===== src/rtl/addr_seq_ctrl.sv =====
// rtl/addr_seq_ctrl.sv - fetch/data address-mode sequencer with LDM/STM transfers
// Selects PC/branch/data address source from the instruction in EX; outputs decode combinationally.
module addr_seq_ctrl #(
  parameter int         IR_W      = 16,
  parameter int         LIST_W    = 8,
  parameter int         DATA_HOLD = 1,
  parameter logic [4:0] OP_STR    = 5'b01100,
  parameter logic [4:0] OP_LDR    = 5'b01101,
  parameter logic [4:0] OP_STM    = 5'b11000,
  parameter logic [4:0] OP_LDM    = 5'b11001
) (
  input  logic                         clk,
  input  logic                         rst,
  input  logic                         i_branch_met,
  input  logic [IR_W-1:0]              i_ir_ex,
  input  logic                         i_mem_ready,
  output logic [1:0]                   o_addr_mode,
  output logic                         o_stall,
  output logic [$clog2(LIST_W+1)-1:0]  o_xfer_idx,
  output logic                         o_xfer_last
);

  localparam int IDX_W  = $clog2(LIST_W + 1);
  localparam int HOLD_W = (DATA_HOLD > 1) ? $clog2(DATA_HOLD) : 1;
  localparam logic [HOLD_W-1:0] HOLD_INIT = HOLD_W'((DATA_HOLD > 0) ? DATA_HOLD - 1 : 0);
  localparam bit HOLD_EN = (DATA_HOLD > 0);

  localparam logic [1:0] MODE_NORMAL   = 2'd0;
  localparam logic [1:0] MODE_ALU_IR   = 2'd1;
  localparam logic [1:0] MODE_MEM      = 2'd2;
  localparam logic [1:0] MODE_ALU_DATA = 2'd3;

  typedef enum logic [1:0] {S_IDLE, S_DATA, S_BR, S_HOLD} state_t;

  state_t            state;
  logic [IDX_W-1:0]  idx;
  logic [IDX_W-1:0]  n_reg;
  logic              pend;
  logic [HOLD_W-1:0] hold_rem;

  logic [4:0]       opcode;
  logic             is_multi;
  logic             is_data;
  logic [IDX_W-1:0] pop;
  logic [IDX_W-1:0] n_dec;
  logic             decode;
  logic             present;
  logic [IDX_W-1:0] cur_idx;
  logic [IDX_W-1:0] cur_n;
  logic             last;
  logic             final_done;
  logic             unused_ir;

  assign unused_ir = ^i_ir_ex;
  assign opcode    = i_ir_ex[IR_W-1:IR_W-5];
  assign is_multi  = (opcode == OP_STM) || (opcode == OP_LDM);
  assign is_data   = is_multi || (opcode == OP_STR) || (opcode == OP_LDR);

  always_comb begin
    pop = '0;
    for (int i = 0; i < LIST_W; i++) begin
      pop = pop + IDX_W'(i_ir_ex[i]);
    end
  end

  // An empty register list still performs one transfer.
  assign n_dec = (is_multi && (pop != '0)) ? pop : IDX_W'(1);

  always_comb begin
    decode  = 1'b0;
    present = 1'b0;
    cur_idx = '0;
    cur_n   = n_reg;
    case (state)
      S_IDLE, S_HOLD: begin
        if (!i_branch_met && is_data) begin
          decode  = 1'b1;
          present = 1'b1;
          cur_n   = n_dec;
        end
      end
      S_DATA: begin
        present = 1'b1;
        cur_idx = idx;
      end
      default: ;
    endcase
  end

  assign last       = present && (cur_idx == cur_n - IDX_W'(1));
  assign final_done = last && i_mem_ready;

  always_comb begin
    o_addr_mode = MODE_NORMAL;
    o_stall     = 1'b0;
    o_xfer_idx  = '0;
    o_xfer_last = 1'b0;
    if (rst) begin
      if (present) begin
        o_addr_mode = i_mem_ready ? MODE_ALU_DATA : MODE_MEM;
        o_stall     = !final_done;
        o_xfer_idx  = cur_idx;
        o_xfer_last = last;
      end else if ((state == S_BR) ||
                   (((state == S_IDLE) || (state == S_HOLD)) && i_branch_met)) begin
        o_addr_mode = MODE_ALU_IR;
      end else if (state == S_HOLD) begin
        o_addr_mode = MODE_ALU_DATA;
      end
    end
  end

  always_ff @(posedge clk or negedge rst) begin
    if (!rst) begin
      state    <= S_IDLE;
      idx      <= '0;
      n_reg    <= '0;
      pend     <= 1'b0;
      hold_rem <= '0;
    end else begin
      case (state)
        S_IDLE, S_HOLD: begin
          if (i_branch_met) begin
            state <= S_IDLE;
            pend  <= 1'b0;
          end else if (decode) begin
            n_reg <= n_dec;
            pend  <= 1'b0;
            if (final_done) begin
              idx      <= '0;
              state    <= HOLD_EN ? S_HOLD : S_IDLE;
              hold_rem <= HOLD_INIT;
            end else begin
              idx   <= i_mem_ready ? IDX_W'(1) : '0;
              state <= S_DATA;
            end
          end else if (state == S_HOLD) begin
            if (hold_rem == '0) begin
              state <= S_IDLE;
            end else begin
              hold_rem <= hold_rem - HOLD_W'(1);
            end
          end
        end
        S_DATA: begin
          pend <= pend || i_branch_met;
          if (i_mem_ready) begin
            if (last) begin
              idx <= '0;
              // A branch seen during the transfers redirects before any hold time.
              if (pend || i_branch_met) begin
                state <= S_BR;
              end else if (HOLD_EN) begin
                state    <= S_HOLD;
                hold_rem <= HOLD_INIT;
              end else begin
                state <= S_IDLE;
              end
            end else begin
              idx <= idx + IDX_W'(1);
            end
          end
        end
        S_BR: begin
          state <= S_IDLE;
          pend  <= 1'b0;
        end
        default: state <= S_IDLE;
      endcase
    end
  end

endmodule

===== config.mk =====
export PLATFORM = sky130hd
export DESIGN_NAME = addr_seq_ctrl
export DESIGN_NICKNAME = d
export VERILOG_FILES = /design/src/rtl/addr_seq_ctrl.sv
export SDC_FILE = /design/constraint.sdc
export NUM_CORES = 1
export LEC_CHECK = 0
export CAP_MARGIN = 0
export CORE_ASPECT_RATIO = 0.6
export CORE_MARGIN = 1
export CORE_UTILIZATION = 45
export CTS_CLUSTER_DIAMETER = 50
export DETAILED_ROUTE_END_ITERATION = 10
export PLACE_DENSITY = 0.86
export RECOVER_POWER = 100
export SETUP_SLACK_MARGIN = 0.4
export SLEW_MARGIN = 20
export SYNTH_ARGS = -nofsm -noshare
export SYNTH_HDL_FRONTEND = slang
export SYNTH_SLANG_ARGS = --single-unit

===== constraint.sdc =====
create_clock -name clk -period 6.1 [get_ports clk]
set_input_delay 1.22 -clock clk [delete_from_list [all_inputs] [get_ports clk]]
set_output_delay 1.22 -clock clk [all_outputs]
set_load 0.02 [all_outputs]

Word-level counts from Yosys, hierarchy flattened
Cells that the tools add are included.

Register bits after elaboration: 12. Bits of input ports: 20. Output and inout port bits: 8.

Add/sub/neg operators: 10. Equal/unequal tests: 18. Mux-type cells: 46. Bitwise gates (word level): 1. Reductions and logical operators: 21.

Operators with widths (count): two-way mux 4 bit (10); two-way mux 2 bit (11); two-way mux 1 bit (20); adder 4 x 1 -> 4 bit (4); equality test 5 x 4 -> 1 bit, second input constant (2); equality test 5 bit, second input constant (2); inequality test 2 bit, second input constant (5); inequality test 3 bit, second input constant (3); inequality test 4 bit, second input constant (2); one-hot mux 4 bit (2 select lines) (1); AND reduction 4 bit (2); AND reduction 7 bit (1); logical OR 1 bit (6); one-hot mux 2 bit (3 select lines) (1); logical AND 1 bit (5); adder 3 x 1 -> 4 bit (1); adder 4 x 1 -> 4 bit, second input constant (1); equality test 2 bit, second input constant (2); equality test 4 bit (1); one-hot mux 1 bit (2 select lines) (2); nonzero test 4 bit (1); subtractor 4 x 1 -> 4 bit, second input constant (1); adder 2 x 1 -> 3 bit (1); one-hot mux 1 bit (3 select lines) (1); 9 further kinds (10).

Logic depth before layout (Yosys ltp)
Depth after elaboration: 20. Mapped depth: 19.

Worst setup path after synthesis
Ideal clock, no wire load.

Path kind: input to output. From: input i_ir_ex[0]. To: output o_xfer_last. Arrival time: 5394 ps. Setup slack: -514 ps. Stages: 18. Buffers on the path: 0. Cell sequence: fa_1 inv_1 fa_1 fa_1 inv_1 ha_1 fa_1 or3_1 o2111ai_1 a21o_1 inv_1 ha_1 xor2_1 nand2_1 a21oi_1 nand3_2 and4bb_4 and2_1.

Cells in the longest elaborated chain, start to end: 17.

Ends and longest elaborated chain: start, declared (RTL line 15) `input logic [IR_W-1:0] i_ir_ex,`; adder 1 x 1 -> 2 bit * (RTL line 62) `pop = pop + IDX_W'(i_ir_ex[i]);`; adder 2 x 1 -> 3 bit * (RTL line 62); adder 3 x 1 -> 4 bit * (RTL line 62); adder 4 x 1 -> 4 bit * (4 in a row) (RTL line 62); nonzero test 4 bit (RTL line 67) `assign n_dec = (is_multi && (pop != '0)) ? pop : IDX_W'(1);`; logical AND 1 bit (RTL line 67); two-way mux 4 bit * (RTL line 67); two-way mux 4 bit * (RTL line 76) `if (!i_branch_met && is_data) begin`; two-way mux 4 bit * (RTL line 74) `case (state)`; subtractor 4 x 1 -> 4 bit * (RTL line 90) `assign last = present && (cur_idx == cur_n - IDX_W'(1));`; equality test 4 bit * (RTL line 90); logical AND 1 bit * (RTL line 90); two-way mux 1 bit * (RTL line 99) `if (present) begin`; two-way mux 1 bit * (RTL line 98) `if (rst) begin`; end, declared (RTL line 20) `output logic o_xfer_last`.

Mark *: on every way between the ends. The rest lies on a longest branch, timed or not.

Worst setup path in the final report
From: input i_ir_ex[1]. To: output o_stall.

Cells in the longest elaborated chain, start to end: 19.

Ends and longest elaborated chain: adder 1 x 1 -> 2 bit * (RTL line 62); adder 2 x 1 -> 3 bit * (RTL line 62); adder 3 x 1 -> 4 bit * (RTL line 62); adder 4 x 1 -> 4 bit * (4 in a row) (RTL line 62); nonzero test 4 bit (RTL line 67); logical AND 1 bit (RTL line 67); two-way mux 4 bit * (RTL line 67); two-way mux 4 bit * (RTL line 76); two-way mux 4 bit * (RTL line 74); subtractor 4 x 1 -> 4 bit * (RTL line 90); equality test 4 bit * (RTL line 90); logical AND 1 bit * (RTL line 90); logical AND 1 bit * (RTL line 91) `assign final_done = last && i_mem_ready;`; zero test 1 bit * (RTL line 101) `o_stall = !final_done;`; two-way mux 1 bit * (RTL line 99); two-way mux 1 bit * (RTL line 98); end, declared (RTL line 18) `output logic o_stall,`.

Marks and branches as above.

==> results.cfg <==
[timing]
drv_slew = 0
rsz0062_at_grt = true
hold_viol = 0
skew_ns = 0.00882
setup_viol = 2
worstMarginPinSlew_ns = 0.774
relSlewSlack_pct = 48.4
holdWs_ns = 0.505
fmax_ghz = 0.147
period_needed_ns = 6.82
fin_crit_sh_pct = 112
setup_ws_ns = -0.719

[floorplan]
dieHeight_um = 42.9
row_count = 14
die_area_um2 = 3010
io-pin-count = 28
initial_core_util_pct = 48.6
die_x_um = 70.1
core-area_um2 = 2570

[global_route]
first_global_vias = 1262
grt_overflow = 0
grt_max_degree = 17
grt_first_pass_wirelength_mm = 6.21
grt.total_usage_pct = 27.3
antenna_found_initial = 0

[critical_path]
cp_data_arrival_time_ns = 5.60
r2r_start = state[0]
reg2reg_depth = 16
crit_fanout = 3
crit_path_start = i_ir_ex[1]
required_ns = 4.88
worst_setup_path_start_kind = input pin
worstSetupEndpointType = output pin
critPathKind = input pin to output pin

[pwr]
powerDensity_nw_per_um2 = 232
p_leak_nw = 0.812
peakVddDrop_v = 0.000131

[place]
dp_hpwl_mm = 2.92
gp_congestion = 0.952
dp_slack_ns = -1.52
io_buffers = 23
placed_area_um2 = 1640

[synthesis]
syn-instance-count = 145
synthXorXnorAreaFrac_pct = 3.50
synthArstFlopShare_pct = 100
synth.area.mux_share_pct = 1.60
syn-num-nets = 178
syn_area_per_cell_um2 = 8.64
yosysMostFrequentCell = inv_1
synth-edff-count = 0
yosysUniqueCellTypes = 51
ys.warnings.count = 0
yosys.area_share.simple_pct = 29.8
synth-seq-area-share_pct = 22.0
yosys-top-cells-area = dfrtp_1 (22%), ha_1 (9.0%), fa_1 (6.4%)
synthTopCellsByCount = inv_1 (15), nand2_1 (13), dfrtp_1 (11), nor2_1 (10), ha_1 (9)
synthAdderAreaFrac_pct = 15.4
yosys.area.top_type = dfrtp_1
synth_top_area_share_pct = 22.0
synth_top_family_by_area = simple AND/OR/NAND/NOR gates
syn_area_um2 = 1250
ys_ff_latch = 11
synth-compound-area-share_pct = 22.6
ys.flop_type = dfrtp_1

[drt]
post_drt_wl_per_cell_um = 17.5
final_antenna_net_count = 0
routed_wl_mm = 3.92
vias = 1328
via_per_inst = 5.93
drc = 0
drtIter0Drc = 125
dr.pass1.iters = 4

[status]
violations = setup timing
status = complete, but fails checks

[clock_network]
cts_tree = done
clkTransAtPathRegs_ns = 0.06
clkSinkCount = 11
cts_root_buffer = clkbuf_8
clk_path_buf_depth = 2
htree_levels = 1
clkLatencyLatePin_ns = 0.25
numCtsBuffers = 3

[finish]
nNetsFinal = 226
n_antenna_cell = 0
fillers = 199
design_area_um2 = 1810
final_core_util_pct = 70.2
drive_gt1_share_pct = 28.1
areaGrowthSynthToFinish_pct = 44.4

[worst_hold_path]
hold_depth = 1
min-delay-start = n_reg[1]
hold_class = flop to flop

[job]
cap_violations = 0
repair_timing:
action | CTS | global route
pin swaps | 11 | 16
buffers inserted | 3 | 7
setup endpoints to repair | 8 | 8
resized for setup | 30 | 7
hold endpoints to repair | 0 | 0
hold buffers | 0 | 0
critical path, stage by stage:
cell and delay (ns):
buf_6 0.09, fa_1 0.53, inv_1 0.05, fa_1 0.47
fa_1 0.51, inv_2 0.04, ha_4 0.15, fa_2 0.44
nand3b_1 0.23, o2111ai_4 0.25, a21o_1 0.19, inv_2 0.07
ha_4 0.28, xor2_2 0.13, nand2_1 0.08, a21oi_2 0.17
nand3_2 0.09, buf_6 0.14, nor3_4 0.20, nor3b_2 0.08
buf_4 0.16
layout make-up:
cell class,count,area (µm²),area share [%]
clock buffers,4,45.0,2.49
inverters,15,56.3,3.11
multi-input cells,117,992,54.9
flip-flops and latches,11,275,15.2
well taps,32,40.0,2.21
repair buffers,45,399,22.1
cell families after synthesis:
group	Yosys count
AND/OR/NAND/NOR	60
buffers and inverters	17
AO/OA/AOI/OAI	37
XOR/XNOR	5
flip-flops	11
multiplexers	2
adder cells (fa/ha/maj)	13
final timing paths:
| kind | slack, ns | end |
|---|---|---|
| min in group asynchronous | 1.56 | n_reg[1] |
| max reg2reg | 2.53 | idx[0] |
| max in group asynchronous | 4.05 | pend |
| min | 0.51 | n_reg[1] |
| min reg2reg | 0.51 | n_reg[1] |
| max | -0.72 | o_stall |
per-layer routing:
| metal | vias up | GRT usage (%) | routed length (µm) | share of wire, % |
|---|---|---|---|---|
| li1 | 623 | - | - | - |
| met1 | 634 | 37.3 | 1760 | 45 |
| met2 | 62 | 46.0 | 1840 | 47 |
| met3 | 9 | 5.70 | 275 | 7.0 |
| met4 | 0 | 3.60 | 48 | 1.2 |
| met5 | - | 0 | 0 | 0 |
stage by stage:
step	power, mW	setup TNS (ns)	cells
final	0.419	-1.42	224
after global routing	0.443	-1.68	224
after CTS	0.395	-1.44	217
after detailed placement	0.299	-3.15	210
after global placement	0.288	-2.68	210
after floorplan	0.234	-0.444	145
report_power, final:
group	switching, mW	leakage (nW)	internal (mW)
registers	0.0204	0.141	0.0876
logic	0.118	0.648	0.115
clock network	0.0319	0.0228	0.0462
total	0.171	0.812	0.248
placed cells by master (no fill, tap or decap), types with 3 or more instances in the layout:
cell type,synthesis,routed
dfrtp_1,11,11
xnor2_1,3,3
inv_1,15,13
nand3b_1,4,4
and3_1,6,6
nor2_1,10,10
buf_4,0,18
a21oi_1,6,5
o21ai_0,6,6
buf_6,0,6
nand2_1,13,13
o31ai_2,3,3
ha_1,9,7
a21o_1,4,4
clkdlybuf4s50_1,0,16
fa_1,4,3
clkbuf_8,0,3
Power figures use the tool's default switching activity.
